--- config.mk ---
export PLATFORM = sky130hd
export DESIGN_NAME = sr_universal
export DESIGN_NICKNAME = d
export VERILOG_FILES = /design/src/rtl/sr_universal.sv
export SDC_FILE = /design/constraint.sdc
export NUM_CORES = 1
export LEC_CHECK = 0
export CAP_MARGIN = 20
export CELL_PAD_IN_SITES_DETAIL_PLACEMENT = 1
export CELL_PAD_IN_SITES_GLOBAL_PLACEMENT = 2
export CORE_AREA = 2 2 69 71
export DETAILED_ROUTE_END_ITERATION = 6
export DIE_AREA = 0 0 71 73
export GPL_TIMING_DRIVEN = 0
export PLACE_DENSITY = 0.88
export SETUP_SLACK_MARGIN = 0.5
export SYNTH_ARGS = -nofsm -noshare
export SYNTH_HDL_FRONTEND = slang
export SYNTH_SLANG_ARGS = --single-unit
--- constraint.sdc ---
create_clock -name clk -period 3.74 [get_ports clk]
set_clock_uncertainty 0.2 [all_clocks]
set_input_delay 0.935 -clock clk [delete_from_list [all_inputs] [get_ports clk]]
set_output_delay 0.935 -clock clk [all_outputs]
set_load 0.02 [all_outputs]
--- src/rtl/sr_universal.sv ---
// Multi-cycle universal shift register: load, shift, rotate and arithmetic shift,
// one bit per clock, with a valid/ready command handshake and done/carry/err status.
module sr_universal #(
   parameter int WIDTH = 8,
   parameter int AMT_W = $clog2(WIDTH + 1),
   parameter int OP_W  = 8
) (
   input  logic             clk,
   input  logic             rst,
   input  logic [OP_W-1:0]  op,
   input  logic [AMT_W-1:0] amt,
   input  logic [WIDTH-1:0] data_in,
   input  logic             op_valid,
   output logic             op_ready,
   output logic [WIDTH-1:0] q,
   output logic             carry,
   output logic             done,
   output logic             err
);

   localparam logic [OP_W-1:0] OP_LOAD = OP_W'(8'h07);
   localparam logic [OP_W-1:0] OP_SHL  = OP_W'(8'h09);
   localparam logic [OP_W-1:0] OP_SHR  = OP_W'(8'h0B);
   localparam logic [OP_W-1:0] OP_ROL  = OP_W'(8'h0D);
   localparam logic [OP_W-1:0] OP_ROR  = OP_W'(8'h0F);
   localparam logic [OP_W-1:0] OP_ASR  = OP_W'(8'h11);

   typedef enum logic [1:0] {ST_IDLE, ST_SHIFT, ST_DONE} state_t;

   state_t             state_reg, state_next;
   logic [AMT_W-1:0]   cnt_reg;
   logic [OP_W-1:0]    op_reg;
   logic [WIDTH-1:0]   q_reg;
   logic               carry_reg;
   logic               done_reg;
   logic               err_reg;

   logic               accept;
   logic               op_is_shift;
   logic               op_is_valid;
   logic [WIDTH-1:0]   up_q, dn_q;
   logic               fill_lo, fill_hi;
   logic               step_left;
   logic [WIDTH-1:0]   step_q;
   logic               step_c;

   assign accept      = op_valid && (state_reg == ST_IDLE);
   assign op_is_shift = (op == OP_SHL) || (op == OP_SHR) || (op == OP_ROL) ||
                        (op == OP_ROR) || (op == OP_ASR);
   assign op_is_valid = op_is_shift || (op == OP_LOAD);

   // One-bit moves in both directions; only the vacated end bit depends on the opcode.
   generate
      for (genvar gi = 1; gi < WIDTH; gi++) begin : g_move
         assign up_q[gi]   = q_reg[gi-1];
         assign dn_q[gi-1] = q_reg[gi];
      end
   endgenerate

   assign fill_lo         = (op_reg == OP_ROL) ? q_reg[WIDTH-1] : 1'b0;
   assign fill_hi         = (op_reg == OP_ROR) ? q_reg[0] :
                            (op_reg == OP_ASR) ? q_reg[WIDTH-1] : 1'b0;
   assign up_q[0]         = fill_lo;
   assign dn_q[WIDTH-1]   = fill_hi;
   assign step_left       = (op_reg == OP_SHL) || (op_reg == OP_ROL);
   assign step_q          = step_left ? up_q : dn_q;
   assign step_c          = step_left ? q_reg[WIDTH-1] : q_reg[0];

   always_ff @(posedge clk or posedge rst) begin
      if (rst) begin
         state_reg <= ST_IDLE;
      end else begin
         state_reg <= state_next;
      end
   end

   always_comb begin
      state_next = state_reg;
      case (state_reg)
         ST_IDLE: begin
            if (accept) begin
               if (op_is_shift && (amt != '0)) begin
                  state_next = ST_SHIFT;
               end else begin
                  state_next = ST_DONE;
               end
            end
         end
         ST_SHIFT: begin
            if (cnt_reg == AMT_W'(1)) begin
               state_next = ST_DONE;
            end
         end
         ST_DONE:  state_next = ST_IDLE;
         default:  state_next = ST_IDLE;
      endcase
   end

   // Command latch, datapath steps and registered status flags.
   always_ff @(posedge clk or posedge rst) begin
      if (rst) begin
         cnt_reg   <= '0;
         op_reg    <= '0;
         q_reg     <= '0;
         carry_reg <= 1'b0;
         done_reg  <= 1'b0;
         err_reg   <= 1'b0;
      end else begin
         done_reg <= (state_next == ST_DONE);
         err_reg  <= accept && !op_is_valid;
         if (accept) begin
            op_reg  <= op;
            cnt_reg <= amt;
            if (op == OP_LOAD) begin
               q_reg     <= data_in;
               carry_reg <= 1'b0;
            end
         end else if (state_reg == ST_SHIFT) begin
            q_reg     <= step_q;
            carry_reg <= step_c;
            cnt_reg   <= cnt_reg - AMT_W'(1);
         end
      end
   end

   always_comb begin
      op_ready = (state_reg == ST_IDLE);
      q        = q_reg;
      carry    = carry_reg;
      done     = done_reg;
      err      = err_reg;
   end

endmodule

==> key figures <==
Synthesis
  – Commonest cells post-synth: nand2_1 (30), dfrtp_1 (25), mux2i_1 (8), o21ai_1 (8), a22oi_1 (7)
  – Largest area contributor in the netlist: dfrtp_1
  – Mapped Nets: 157
  – Synth top area share: 48.9%
  – Syn avg cell area: 9.70 µm²
  – Most used DFF post-synth: dfrtp_1
  – Area contributors post-synth: dfrtp_1 (49%), nand2_1 (8.8%), mux2i_1 (6.3%), a22oi_1 (4.1%), o21ai_1 (3.1%)
  – Unique masters post-synth: 34
  – Most numerous cell in the Yosys netlist: nand2_1
  – Asr flop ratio synth: 100%
  – Register bit total from synthesis: 25
  – Sequential share of the synthesized area: 48.9%
  – Post-synth EDFFs: 0
  – Post-synthesis instance area: 1280 µm²
  – Yosys Warn Count: 0
  – Cells after Synth: 132

Setup path
  – Crit-path cells: clkdlybuf4s50_1 > nor3b_1 > a31oi_1 > a22oi_1 > o21ai_1
  – Crit path required time: 3680 ps
  – CP endpoint kind: flop
  – Setup CP Type: input port to flop
  – R2R Path Start: state_reg[0]$_DFF_PP0_
  – CP peak stage delay: 640 ps
  – CP arrival: 2880 ps
  – Critical Path Start: op_valid
  – Kind of start point of the critical path: input port
  – CP max stage cell: nor3b_1
  – CP max FO: 7

Floorplanning
  – Die Area: 5180 µm²
  – Core area: 4540 µm²
  – Die Height: 73 µm
  – Rows: 25
  – Die width: 71 µm
  – I/O Pins: 35
  – Initial Util: 28.2%

Cells and area
  – Multi-input gate area: 627 µm²
  – Storage cell area: 626 µm²
  – Layout Nets: 196
  – Ant. Diodes: 0
  – Area Growth Syn to Fin: 35.5%
  – Filler cell count in the final layout: 524
  – Layout cells sized above 1: 6.47%

GRT
  – Largest net degree at the start of global routing: 26
  – Gr usage total: 13.7%
  – Initial antenna violation count: 0
  – First-pass GRT wire length: 5650 µm
  – Vias in the first global route: 1202
  – Grt total ovfl: 0

STA
  – Slew at the pin closest to its max-slew limit: 944 ps
  – Final Critical Period: 2930 ps
  – Peak Freq: 341 MHz
  – Fin. Hold Viols: 0
  – Crit path setup slack, layout: 808 ps
  – Final setup viols: 0
  – Fin crit share: 78.4%
  – RSZ-0062 raised after global routing: false
  – Fin. max-slew vios: 0
  – Slew Limit Headroom: 37.0%
  – Setup TNS: 0 ps

Routing
  – Drt pass-1 iters: 4
  – Met1 WL: 1510 µm
  – ANT nets after route: 0
  – Via count: 1137
  – Vias/cell: 5.08
  – Drt drc: 0
  – Uppermost layer routed: met4
  – DRT iter0 DRCs: 36
  – Routed wire length: 3320 µm
  – WL met3: 176 µm
  – Avg WL per Cell: 14.8 µm
  – Met2 Routed Length: 1580 µm

Power
  – Maximum VDD drop: 0.137 mV
  – Sequential fraction of design power: 45.5%
  – Int Power: 581 µW
  – Comb power frac: 36.4%
  – Pwr dens: 515 nW/µm²
  – Clock power frac: 18.1%
  – Net Sw Frac: 35.1%
  – Leak: 0.000726 µW
  – Sw power: 313 µW

CTS
  – # hold bufs at CTS: 0
  – Worst-path clk slew: 80 ps
  – CTS tree: built
  – CTS max path bufs: 2
  – Inserted Clock Buffers: 3
  – Htree depth: 1
  – Post-CTS Resized: 0
  – Clk sinks: 25
  – Skew-Pair Late Insertion Delay: 270 ps
  – Root cell of the clock tree: clkbuf_8
  – Setup bufs post-CTS: 0

Placed design
  – Routability Congestion: 0.800
  – Port bufs: 34
  – Place WS: 517 ps
  – Post-DP HPWL: 2580 µm

Worst hold path
  – Hold WC Path Type: flop to flop
  – Hold Startpoint: op_reg[4]$_DFFE_PP0P_

Status
  – Status: finished, final reports clean

Run
  – Maxcap violations: 0
[critical path: cells and delay by family]
kind | cells | cell delay, ps
simple gates | 1 | 640
buf+inv | 1 | 490
compound gates | 3 | 810
[per-layer routing]
metal,vias up,track usage (%)
met5,-,0
met4,0,3.77
met3,5,2.35
met2,31,24.7
met1,547,17.0
li1,554,-
[power by group through the flow]
| stage | combinational, µW | clock, µW | sequential, µW |
|---|---|---|---|
| 2_1_floorplan | 125 | 0 | 449 |
| 3_3_place_gp | 321 | 0 | 407 |
| 4_1_cts | 331 | 167 | 409 |
| 6_report | 325 | 162 | 407 |
| 5_1_grt | 354 | 181 | 420 |
| 3_5_place_dp | 330 | 0 | 414 |
[through the flow]
stage / instances / utilization [%] / hold slack (ps) / area [µm²] / total power, µW
floorplan: 132 / - / 238 / 1280 / 574
CTS: 224 / 38.2 / 293 / 1730 / 907
finish: 224 / 38.2 / 285 / 1730 / 894
global placement: 220 / 37.2 / 256 / 1690 / 728
global route: 224 / 38.2 / 316 / 1730 / 955
detailed placement: 220 / 37.2 / 274 / 1690 / 743
[path summary, 6_finish.rpt]
check | end | slack [ps] | cells after the start
setup / recovery | q[6]$_DFFE_PP0P_ | 810 | 5
hold / removal | op_reg[4]$_DFFE_PP0P_ | 280 | 2
setup reg to reg | q[6]$_DFFE_PP0P_ | 1520 | 4
hold reg to reg | op_reg[4]$_DFFE_PP0P_ | 280 | 2
max in group asynchronous | q[7]$_DFFE_PP0P_ | 1790 | 2
min in group asynchronous | q[1]$_DFFE_PP0P_ | 970 | 2
[cell usage in the layout, fill, tap and decap left out, types with 3 or more instances in the layout]
master           count
clkdlybuf4s50_1     34
nand2_1             30
dfrtp_1             25
mux2i_1              8
o21ai_1              8
a22oi_1              7
nor2_1               5
nor2b_1              3
nand2b_1             3
clkbuf_1             3
o21ai_0              3
or4b_2               3
inv_1                3
a21oi_1              3
clkbuf_8             3
[kinds of logic (layout without fill, tap and decap cells)]
group,count (synthesis),after routing,share of synthesized area (%)
AO/OA/AOI/OAI,31,31,15.7
XOR/XNOR,1,1,0.684
adder cells (fa/ha/maj),2,2,1.95
buffers and inverters,7,45,2.15
flip-flops,25,25,48.9
multiplexers,8,8,6.26
AND/OR/NAND/NOR,58,58,24.3
[area by class of cell]
class | instances | share of cell area (%)
Multi-Input combinational cell | 100 | 36.1
Sequential cell | 25 | 36.1
Timing Repair Buffer | 34 | 19.6
Tap cell | 54 | 3.90
Clock buffer | 3 | 2.38
Buffer | 4 | 0.938
Inverter | 3 | 0.649
Clock inverter | 1 | 0.289
Power figures use the tool's default switching activity.
